==> config.mk <==
export PLATFORM = sky130hd
export DESIGN_NAME = lcd_write_scheduler
export DESIGN_NICKNAME = d
export VERILOG_FILES = /design/src/rtl/lcd_pkg.sv /design/src/rtl/char_fifo.sv /design/src/rtl/lcd_write_scheduler.sv
export SDC_FILE = /design/constraint.sdc
export NUM_CORES = 1
export LEC_CHECK = 0
export CAP_MARGIN = 20
export CORE_UTILIZATION = 25
export CTS_CLUSTER_SIZE = 30
export DETAILED_ROUTE_END_ITERATION = 8
export GPL_ROUTABILITY_DRIVEN = 0
export GPL_TIMING_DRIVEN = 1
export HOLD_SLACK_MARGIN = 0.1
export PLACE_DENSITY = 0.37
export SLEW_MARGIN = 20
export SYNTH_ARGS = -nofsm -noshare
export SYNTH_HDL_FRONTEND = slang
export SYNTH_SLANG_ARGS = --single-unit
==> constraint.sdc <==
create_clock -name CLK -period 3.54 [get_ports CLK]
set_input_delay 0.708 -clock CLK [delete_from_list [all_inputs] [get_ports CLK]]
set_output_delay 0.708 -clock CLK [all_outputs]
set_load 0.02 [all_outputs]
==> src/rtl/lcd_pkg.sv <==
// Shared types and constants for the LCD write scheduler: FSM states, operation
// kinds, HD44780-style command bytes and the logical-position to DDRAM address map.
package lcd_pkg;

  typedef enum logic [2:0] {IDLE, SELECT, ISSUE, WAIT_BUSY, WAIT_DONE} state_e;
  typedef enum logic [1:0] {OP_CHAR, OP_CLEAR, OP_BKSP} op_e;

  localparam logic [7:0] CMD_CLEAR  = 8'h01;
  localparam logic [7:0] CMD_LINE0  = 8'h80;
  localparam logic [7:0] CMD_LINE1  = 8'hC0;
  localparam logic [7:0] CHAR_SPACE = 8'h20;

  typedef struct packed {
    logic       rs;
    logic [7:0] data;
  } drv_byte_t;

  // Set-DDRAM-address command for logical position p on a two-line display.
  function automatic logic [7:0] lcd_addr(input logic [5:0] p, input int cols);
    logic [5:0] c;
    c = 6'(cols);
    return (p < c) ? (CMD_LINE0 + 8'(p)) : (CMD_LINE1 + 8'(p - c));
  endfunction

endpackage

==> src/rtl/char_fifo.sv <==
// Character queue: synchronous push/pop, pop frees space for a same-cycle push,
// flush empties the queue and discards any same-cycle push.
module char_fifo #(
  parameter int DEPTH = 4,
  parameter int W     = 8
) (
  input  logic         clk,
  input  logic         rst,
  input  logic         push,
  input  logic         pop,
  input  logic         flush,
  input  logic [W-1:0] din,
  output logic [W-1:0] dout,
  output logic         full,
  output logic         empty
);

  localparam int AW = $clog2(DEPTH);

  logic [W-1:0]  mem_q [DEPTH];
  logic [AW-1:0] rd_q, wr_q;
  logic [AW:0]   cnt_q;
  logic          do_pop, do_push;

  assign empty   = (cnt_q == '0);
  assign full    = (cnt_q == (AW+1)'(DEPTH));
  assign dout    = mem_q[rd_q];
  assign do_pop  = pop & ~empty;
  assign do_push = push & (~full | do_pop);

  always_ff @(posedge clk or posedge rst) begin
    if (rst) begin
      rd_q  <= '0;
      wr_q  <= '0;
      cnt_q <= '0;
    end else if (flush) begin
      rd_q  <= '0;
      wr_q  <= '0;
      cnt_q <= '0;
    end else begin
      if (do_push) wr_q <= wr_q + AW'(1);
      if (do_pop)  rd_q <= rd_q + AW'(1);
      cnt_q <= cnt_q + (AW+1)'(do_push) - (AW+1)'(do_pop);
    end
  end

  always_ff @(posedge clk) begin
    if (do_push && !flush) mem_q[wr_q] <= din;
  end

endmodule

==> src/rtl/lcd_write_scheduler.sv <==
// Turns character / clear / backspace requests into a paced stream of LCD driver
// writes, tracking the logical cursor across two display lines.
module lcd_write_scheduler
  import lcd_pkg::*;
#(
  parameter int FIFO_DEPTH = 4,
  parameter int COLS       = 16
) (
  input  logic       CLK,
  input  logic       RST,
  input  logic [7:0] CHAR_IN,
  input  logic       CHAR_VALID,
  input  logic       CLEAR_REQ,
  input  logic       BKSP_REQ,
  input  logic       DRV_BUSY,
  output logic       DRV_WRITE,
  output logic       DRV_RS,
  output logic [7:0] DRV_DATA,
  output logic [5:0] CURSOR,
  output logic       FIFO_FULL,
  output logic       OVERFLOW
);

  localparam logic [5:0] LAST  = 6'(2*COLS-1);
  localparam logic [5:0] COLS6 = 6'(COLS);

  state_e     state_q, state_d;
  op_e        op;
  logic       clr_pend_q, clr_pend_d, bksp_pend_q, bksp_pend_d;
  logic       clr_svc, bksp_svc;
  logic [5:0] cursor_q, cursor_d;
  logic       wrapped_q, wrapped_d;
  logic       ovf_q, ovf_d;
  drv_byte_t  seq_q [4];
  drv_byte_t  seq_d [4];
  logic [1:0] seq_len_q, seq_len_d, seq_idx_q, seq_idx_d;
  logic       rs_q, rs_d;
  logic [7:0] data_q, data_d;
  logic [1:0] k;
  logic [7:0] addr;
  logic       fifo_pop, fifo_flush, fifo_full, fifo_empty;
  logic [7:0] fifo_dout;

  char_fifo #(.DEPTH(FIFO_DEPTH), .W(8)) u_fifo (
    .clk   (CLK),
    .rst   (RST),
    .push  (CHAR_VALID),
    .pop   (fifo_pop),
    .flush (fifo_flush),
    .din   (CHAR_IN),
    .dout  (fifo_dout),
    .full  (fifo_full),
    .empty (fifo_empty)
  );

  always_comb begin
    state_d    = state_q;
    cursor_d   = cursor_q;
    wrapped_d  = wrapped_q;
    seq_d      = seq_q;
    seq_len_d  = seq_len_q;
    seq_idx_d  = seq_idx_q;
    rs_d       = rs_q;
    data_d     = data_q;
    fifo_pop   = 1'b0;
    fifo_flush = 1'b0;
    clr_svc    = 1'b0;
    bksp_svc   = 1'b0;
    DRV_WRITE  = 1'b0;
    k          = 2'd0;
    addr       = lcd_addr(cursor_q - 6'd1, COLS);
    op         = clr_pend_q ? OP_CLEAR : (bksp_pend_q ? OP_BKSP : OP_CHAR);

    case (state_q)
      IDLE: if (clr_pend_q || bksp_pend_q || !fifo_empty) state_d = SELECT;
      SELECT: begin
        state_d   = ISSUE;
        seq_idx_d = 2'd0;
        case (op)
          OP_CLEAR: begin
            clr_svc    = 1'b1;
            fifo_flush = 1'b1;
            cursor_d   = '0;
            wrapped_d  = 1'b0;
            seq_d[0]   = '{rs: 1'b0, data: CMD_CLEAR};
            seq_len_d  = 2'd1;
          end
          OP_BKSP: begin
            bksp_svc = 1'b1;
            if (cursor_q == '0) begin
              state_d = IDLE;
            end else begin
              seq_d[0]  = '{rs: 1'b0, data: addr};
              seq_d[1]  = '{rs: 1'b1, data: CHAR_SPACE};
              seq_d[2]  = '{rs: 1'b0, data: addr};
              seq_len_d = 2'd3;
              cursor_d  = cursor_q - 6'd1;
            end
          end
          default: begin
            fifo_pop = 1'b1;
            // Line changes need an explicit address: after column COLS-1 and after wrap.
            if (cursor_q == COLS6) begin
              seq_d[0] = '{rs: 1'b0, data: CMD_LINE1};
              k        = 2'd1;
            end else if (cursor_q == '0 && wrapped_q) begin
              seq_d[0]  = '{rs: 1'b0, data: CMD_LINE0};
              k         = 2'd1;
              wrapped_d = 1'b0;
            end
            seq_d[k]  = '{rs: 1'b1, data: fifo_dout};
            seq_len_d = k + 2'd1;
            if (cursor_q == LAST) begin
              cursor_d  = '0;
              wrapped_d = 1'b1;
            end else begin
              cursor_d = cursor_q + 6'd1;
            end
          end
        endcase
        if (state_d == ISSUE) {rs_d, data_d} = seq_d[0];
      end
      ISSUE: if (!DRV_BUSY) begin
        DRV_WRITE = 1'b1;
        seq_idx_d = seq_idx_q + 2'd1;
        state_d   = WAIT_BUSY;
      end
      WAIT_BUSY: if (DRV_BUSY) state_d = WAIT_DONE;
      WAIT_DONE: if (!DRV_BUSY) begin
        if (seq_idx_q < seq_len_q) begin
          state_d        = ISSUE;
          {rs_d, data_d} = seq_q[seq_idx_q];
        end else begin
          state_d = IDLE;
        end
      end
      default: state_d = IDLE;
    endcase

    clr_pend_d  = (clr_pend_q & ~clr_svc) | CLEAR_REQ;
    bksp_pend_d = (bksp_pend_q & ~bksp_svc) | BKSP_REQ;
    // A character lost to the clear flush is not an overflow.
    if (clr_svc)                                  ovf_d = 1'b0;
    else if (CHAR_VALID && fifo_full && !fifo_pop) ovf_d = 1'b1;
    else                                          ovf_d = ovf_q;
  end

  always_ff @(posedge CLK or posedge RST) begin
    if (RST) begin
      state_q     <= IDLE;
      clr_pend_q  <= 1'b0;
      bksp_pend_q <= 1'b0;
      cursor_q    <= '0;
      wrapped_q   <= 1'b0;
      ovf_q       <= 1'b0;
      seq_len_q   <= '0;
      seq_idx_q   <= '0;
      rs_q        <= 1'b0;
      data_q      <= '0;
      for (int i = 0; i < 4; i++) seq_q[i] <= '0;
    end else begin
      state_q     <= state_d;
      clr_pend_q  <= clr_pend_d;
      bksp_pend_q <= bksp_pend_d;
      cursor_q    <= cursor_d;
      wrapped_q   <= wrapped_d;
      ovf_q       <= ovf_d;
      seq_len_q   <= seq_len_d;
      seq_idx_q   <= seq_idx_d;
      rs_q        <= rs_d;
      data_q      <= data_d;
      seq_q       <= seq_d;
    end
  end

  assign DRV_RS    = rs_q;
  assign DRV_DATA  = data_q;
  assign CURSOR    = cursor_q;
  assign FIFO_FULL = fifo_full;
  assign OVERFLOW  = ovf_q;

endmodule

Word level (Yosys, flattened, before mapping)
Memory sizes are Yosys's and may differ from the RTL's.
Cells that the tools add are included.
{"block": "totals", "ff_bits": 69, "wordCells": 164, "inputBits": 14, "out_inout_bits": 18, "mem_count": 1, "ramBits": 32}
{"block": "classes", "add_sub_neg": 11, "n_mux": 65, "magnitude_cmp": 5, "reduce_logical": 27, "n_bitwise": 16, "n_eq_ne": 18}
{"name": "u_fifo.mem_q", "words": 4, "word_bits": 8, "rd": 1, "rd_clocked_by_memory_dff": 0, "wr": 1, "line_no": "char_fifo.sv:20", "rtl": "logic [W-1:0] mem_q [DEPTH];"}
{"operator": "9-bit 2-to-1 mux", "n": 7}
{"operator": "36-bit bitwise mux", "n": 1}
{"operator": "18-bit one-hot mux with 2 select lines", "n": 1}
{"operator": "8-bit 2-to-1 mux", "n": 4}
{"operator": "27-bit 2-to-1 mux", "n": 1}
{"operator": "2-bit 2-to-1 mux", "n": 13}
{"operator": "1-bit 2-to-1 mux", "n": 20}
{"operator": "9-bit binary-select mux with 2-bit select", "n": 1}
{"operator": "9-bit demux with 2-bit select", "n": 1}
{"operator": "3-bit 2-to-1 mux", "n": 6}
{"operator": "9-bit one-hot mux with 2 select lines", "n": 1}
{"operator": "8-bit one-hot mux with 2 select lines", "n": 1}
{"operator": "3-bit one-hot mux with 5 select lines", "n": 1}
{"operator": "2-bit inequality test (second input constant)", "n": 7}
{"operator": "6-bit by 5-bit equality test with 1-bit output (second input constant)", "n": 2}
{"operator": "6-bit 2-to-1 mux", "n": 2}
{"operator": "6-bit one-hot mux with 2 select lines", "n": 1}
{"operator": "4-bit AND reduction", "n": 3}
{"operator": "2-bit nonzero test", "n": 5}
{"operator": "3-bit by 2-bit equality test with 1-bit output (second input constant)", "n": 3}
{"operator": "2-bit by 1-bit adder with 2-bit output (second input constant)", "n": 4}
{"operator": "7-bit by 7-bit adder with 8-bit output (first input constant)", "n": 1}
{"operator": "8-bit by 6-bit adder with 8-bit output (first input constant)", "n": 1}
{"operator": "2-bit one-hot mux with 2 select lines", "n": 2}
{"operator": "other kinds (28)", "n": 53}

Depth between registers and ports, before layout
{"block": "depth", "depth_word": 15, "ltp_mapped": 12, "depth_no_buf": 10}

Modules after synthesis
A second synthesis with hierarchy kept.
{"block": "hier_totals", "cells_unflattened": 444, "hier_area_um2": 4687.0}
{"mod": "lcd_write_scheduler", "instances": 1, "seq_area_each_um2": 1301.2, "area_each_um2": 3049.2, "cells_each": 356}
{"mod": "char_fifo", "instances": 1, "seq_area_each_um2": 1136.1, "area_each_um2": 1637.8, "cells_each": 88}

Worst setup path after synthesis
OpenSTA, ideal clock, no wires.
{"block": "synth_path", "path_type": "register -> register", "start": "register state_q[1]", "end": "register u_fifo.cnt_q[2]", "path_stages_with_launch": 13, "path_slack_ps": 831, "setup_time_ps": 130, "required_time_ps": 3410, "arrival_time_ps": 2580, "path_cell_list": "dfrtp_1 -> clkbuf_1 -> or3b_1 -> clkbuf_1 -> nor3_1 -> ha_1 -> inv_1 -> ha_1 -> inv_1 -> fa_1 -> xor2_1 -> xnor2_1 -> nor2_1"}
{"block": "synth_via", "elab_chain_cells": 8, "word_cells_on_any_way": 9}
{"item": "start: declaration", "line_no": "lcd_write_scheduler.sv:27", "rtl": "state_e state_q, state_d;"}
{"item": "start signal: assignment", "line_no": "lcd_write_scheduler.sv:162", "rtl": "state_q <= state_d;"}
{"item": "3-bit by 1-bit equality test with 1-bit output (*)", "line_no": "lcd_write_scheduler.sv:74", "rtl": "case (state_q)"}
{"item": "1-bit 2-to-1 mux", "line_no": "lcd_write_scheduler.sv:74"}
{"item": "1-bit bitwise AND", "line_no": "char_fifo.sv:28", "rtl": "assign do_pop = pop & ~empty;"}
{"item": "1-bit bitwise OR", "line_no": "char_fifo.sv:29", "rtl": "assign do_push = push & (~full | do_pop);"}
{"item": "1-bit bitwise AND", "line_no": "char_fifo.sv:29"}
{"item": "3-bit by 1-bit adder with 3-bit output", "line_no": "char_fifo.sv:43", "rtl": "cnt_q <= cnt_q + (AW+1)'(do_push) - (AW+1)'(do_pop);"}
{"item": "3-bit by 1-bit subtractor with 3-bit output", "line_no": "char_fifo.sv:43"}
{"item": "3-bit 2-to-1 mux (*)", "line_no": "char_fifo.sv:36", "rtl": "end else if (flush) begin"}
{"item": "end signal: assignment", "line_no": "char_fifo.sv:43"}
{"item": "end: declaration", "line_no": "char_fifo.sv:22", "rtl": "logic [AW:0] cnt_q;"}
Mark *: on every way between the ends. The rest lies on a longest branch, timed or not.
A chain may end at the register's enable or synchronous reset.

Worst setup path after layout
{"block": "layout_path", "start": "input port DRV_BUSY", "end": "output port DRV_WRITE"}
{"block": "layout_via", "elab_chain_cells": 2}
{"item": "start: declaration", "line_no": "lcd_write_scheduler.sv:15", "rtl": "input logic DRV_BUSY,"}
{"item": "1-bit 2-to-1 mux", "line_no": "lcd_write_scheduler.sv:123", "rtl": "ISSUE: if (!DRV_BUSY) begin"}
{"item": "1-bit 2-to-1 mux", "line_no": "lcd_write_scheduler.sv:74"}
{"item": "end: declaration", "line_no": "lcd_write_scheduler.sv:16", "rtl": "output logic DRV_WRITE,"}
Every way passes these cells.

==> reports/metrics.yaml <==
status: "finished clean"
max_stage_delay_ps: 680
p_leak_nw: 2.02
hold_viol: 0
grt-ovfl-total: 0
nFillCells: 1895
io_pins: 32
synth-main-ff-cell: "dfrtp_1"
die_area_sq_mm: 0.0188
dp_hpwl_mm: 8.79
setup_viol: 0
wirelength_mm: 12.5
finClkSkew_ps: 11.3
portBuffers: 31
path_buf_inv: 2
ant_nets: 0
cts_setup_buffers: 0
core_sq_mm: 0.0179
clk_pin_slew_ps: 70
synth_edf_count: 32
h-tree-depth: 3
critical_path_required_ps: 2830
drt-vias-per-instance: 4.74
ir_drop_v: 0.000297
grt_max_degree: 26
grt_setup_unrepaired: "false"
cp.arrival_ps: 2260
num_vias: 3221
timing.hold.ws_ps: 468
hp-class: "reg -> reg"
rows: 49
final_area_sq_mm: 0.00539
synth_cell_type_count: 58
crit_chain: "clkdlybuf4s50_1 -> nor3_1 -> clkdlybuf4s50_1"
cts_tree: "built"
initial_core_util_pct: 25.5
setup.reg_to_reg.worst_slack_ps: 770
first_pass_iters: 6
drive_gt1_share_pct: 10.2
cts_sinks: 91
drc: 0
cts_resized: 0
p_per_area_mw_per_mm2: 802
period_share_pct: 83.8
clock_latency_ps: 360
num-nets-final: 471
yosysSeqAreaShare_pct: 53.4
syn_inst: 424
total_power_mw: 4.32
fp.dieW_um: 137
syn_area_sq_mm: 0.00456
grt_pass1_vias: 3216
cts-buffers-inserted: 9
synthArstFlopShare_pct: 64.8
antenna_cells: 0
crit_family: "buffers and inverters"
synth_seq_cells: 91
critPathCaptureType: "output pin"
syn_nets: 449
maxSlewViolCount: 0
wl_per_cell_um: 18.4
cap_violations: 0
cp_common_cell: "clkdlybuf4s50_1"
postLayoutCoreUtil_pct: 30.1
yosysWarnings: 0
cts_root_buffer: "clkbuf_16"
synthToLayoutAreaGrowth_pct: 18.0
fmax_mhz: 337
worstMarginPinSlew_ps: 629
grt_usage_pct: 14.5
setup_tns_ps: 0
antenna_found_initial: 0
fin_crit_ps: 2970
startpoint_type: "input pin"
dpl_cell_area_sq_mm: 0.00510
path_max_fanout: 6
ctsHoldBuffers: 0
syn_area_per_cell_sq_um: 10.8
die_h_um: 137
slew-limit-headroom_pct: 58.1
grt_pass1_wl_mm: 19.3
path_class: "in -> out"
first_iter_violations: 115
clockBufferDepth: 2
cpMaxStageDelayCell: "clkdlybuf4s50_1"
## area by class of cell
cell class              instances  area (sq um)  area share, %
repair buffers                 42           393           7.29
clock buffers                  11           243           4.51
clock inverters                 5          43.8          0.813
multi-input cells             289          1930           35.9
well taps                     229           287           5.32
inverters                      13          48.8          0.906
flip-flops and latches         91          2440           45.2
## metrics by stage
stage	worst slack (ps)	instances
2_1_floorplan	831	424
3_3_place_gp	600	664
3_5_place_dp	567	664
4_1_cts	567	680
5_1_grt	490	680
6_report	575	680
## routing by layer
layer	global-route usage, %	part of all wire, %	vias to the layer above
met5	0	0	-
met4	4.27	1.4	0
met3	3.78	3.1	14
met2	24.3	50	47
met1	18.2	46	1598
li1	-	-	1562
## Yosys cell counts (3+ instances only)
master / instances / share of area [%]
xor2_1: 6 / 1.2
and2_1: 8 / 1.1
o22ai_1: 4 / 0.55
nand2_1: 62 / 5.1
clkbuf_1: 19 / 1.6
nor3b_1: 4 / 0.66
mux2_2: 4 / 0.99
nand3_1: 7 / 0.77
nor3_1: 10 / 1.1
buf_2: 7 / 0.77
a31oi_1: 5 / 0.69
o21ai_1: 17 / 1.9
dfrtp_1: 59 / 32
edfxtp_1: 32 / 21
o31ai_1: 6 / 0.99
a21oi_1: 20 / 2.2
nor2_1: 17 / 1.4
o2bb2ai_1: 4 / 0.77
xnor2_1: 6 / 1.2
nor2b_1: 4 / 0.55
mux2i_1: 10 / 2.2
o211ai_1: 4 / 0.66
or3_1: 7 / 0.96
ha_1: 10 / 2.7
inv_1: 13 / 1.1
mux4_2: 8 / 3.9
o21ai_0: 22 / 2.4
nand3b_1: 3 / 0.49
nand2b_1: 7 / 0.96
## cell families after synthesis
family	count (synthesis)	share of synthesized area [%]
buf+inv	44	4.22
xor+xnor	12	2.30
simple gates	142	15.6
flops	91	53.4
compound gates	102	14.1
mux	22	7.13
fa+ha+maj	11	3.18
## power by group
group	total, mW	switching [mW]	internal [mW]	leakage, nW
logic	1.75	1.06	0.686	0.823
clock network	0.945	0.440	0.505	0.141
registers	1.62	0.241	1.38	1.06
## registers in the layout (all words and copies together), names as in the netlist
signal	count
seq_len_q	2
state_q	3
u_fifo.mem_q	32
u_fifo.wr_q	2
OVERFLOW	1
seq_q	26
DRV_DATA	8
u_fifo.cnt_q	3
DRV_RS	1
clr_pend_q	1
bksp_pend_q	1
u_fifo.rd_q	2
wrapped_q	1
seq_idx_q	2
CURSOR	6
## worst reg2reg max path, cell delays in order (launching register included)
cell	delay [ps]
dfrtp_1	470
or3b_1	460
nor3_1	420
ha_1	320
inv_1	60
ha_1	130
inv_1	50
fa_1	380
xor2_1	180
xnor2_1	140
nor2_1	50
## layout by cell type, fill, tap and decap left out, types with 5 or more instances in the layout
| cell | netlist | final |
|---|---|---|
| nand2_1 | 62 | 62 |
| dfrtp_1 | 59 | 59 |
| edfxtp_1 | 32 | 32 |
| clkdlybuf4s50_1 | 0 | 31 |
| o21ai_0 | 22 | 22 |
| a21oi_1 | 20 | 20 |
| o21ai_1 | 17 | 17 |
| nor2_1 | 17 | 17 |
| inv_1 | 13 | 12 |
| buf_4 | 1 | 11 |
| nor3_1 | 10 | 10 |
| mux2i_1 | 10 | 10 |
| ha_1 | 10 | 10 |
| clkbuf_16 | 0 | 9 |
| mux4_2 | 8 | 8 |
| and2_1 | 8 | 8 |
| nand2b_1 | 7 | 7 |
| or3_1 | 7 | 7 |
| nand3_1 | 7 | 7 |
| xor2_1 | 6 | 6 |
| xnor2_1 | 6 | 6 |
| o31ai_1 | 6 | 6 |
| a31oi_1 | 5 | 5 |
## worst paths after layout
kind                                        start                         to  cells after the start
setup / recovery                         DRV_BUSY                  DRV_WRITE                      3
setup reg to reg           state_q[1]$_DFFE_PP0P_  u_fifo.cnt_q[2]$_DFF_PP0_                     10
min in group asynchronous                     RST      bksp_pend_q$_DFF_PP0_                      2
hold / removal              seq_q[16]$_DFFE_PP0P_      seq_q[16]$_DFFE_PP0P_                      1
max in group asynchronous                     RST  u_fifo.cnt_q[0]$_DFF_PP0_                      3
hold reg to reg             seq_q[16]$_DFFE_PP0P_      seq_q[16]$_DFFE_PP0P_                      1
No activity file was read; power rests on OpenSTA's default activity.
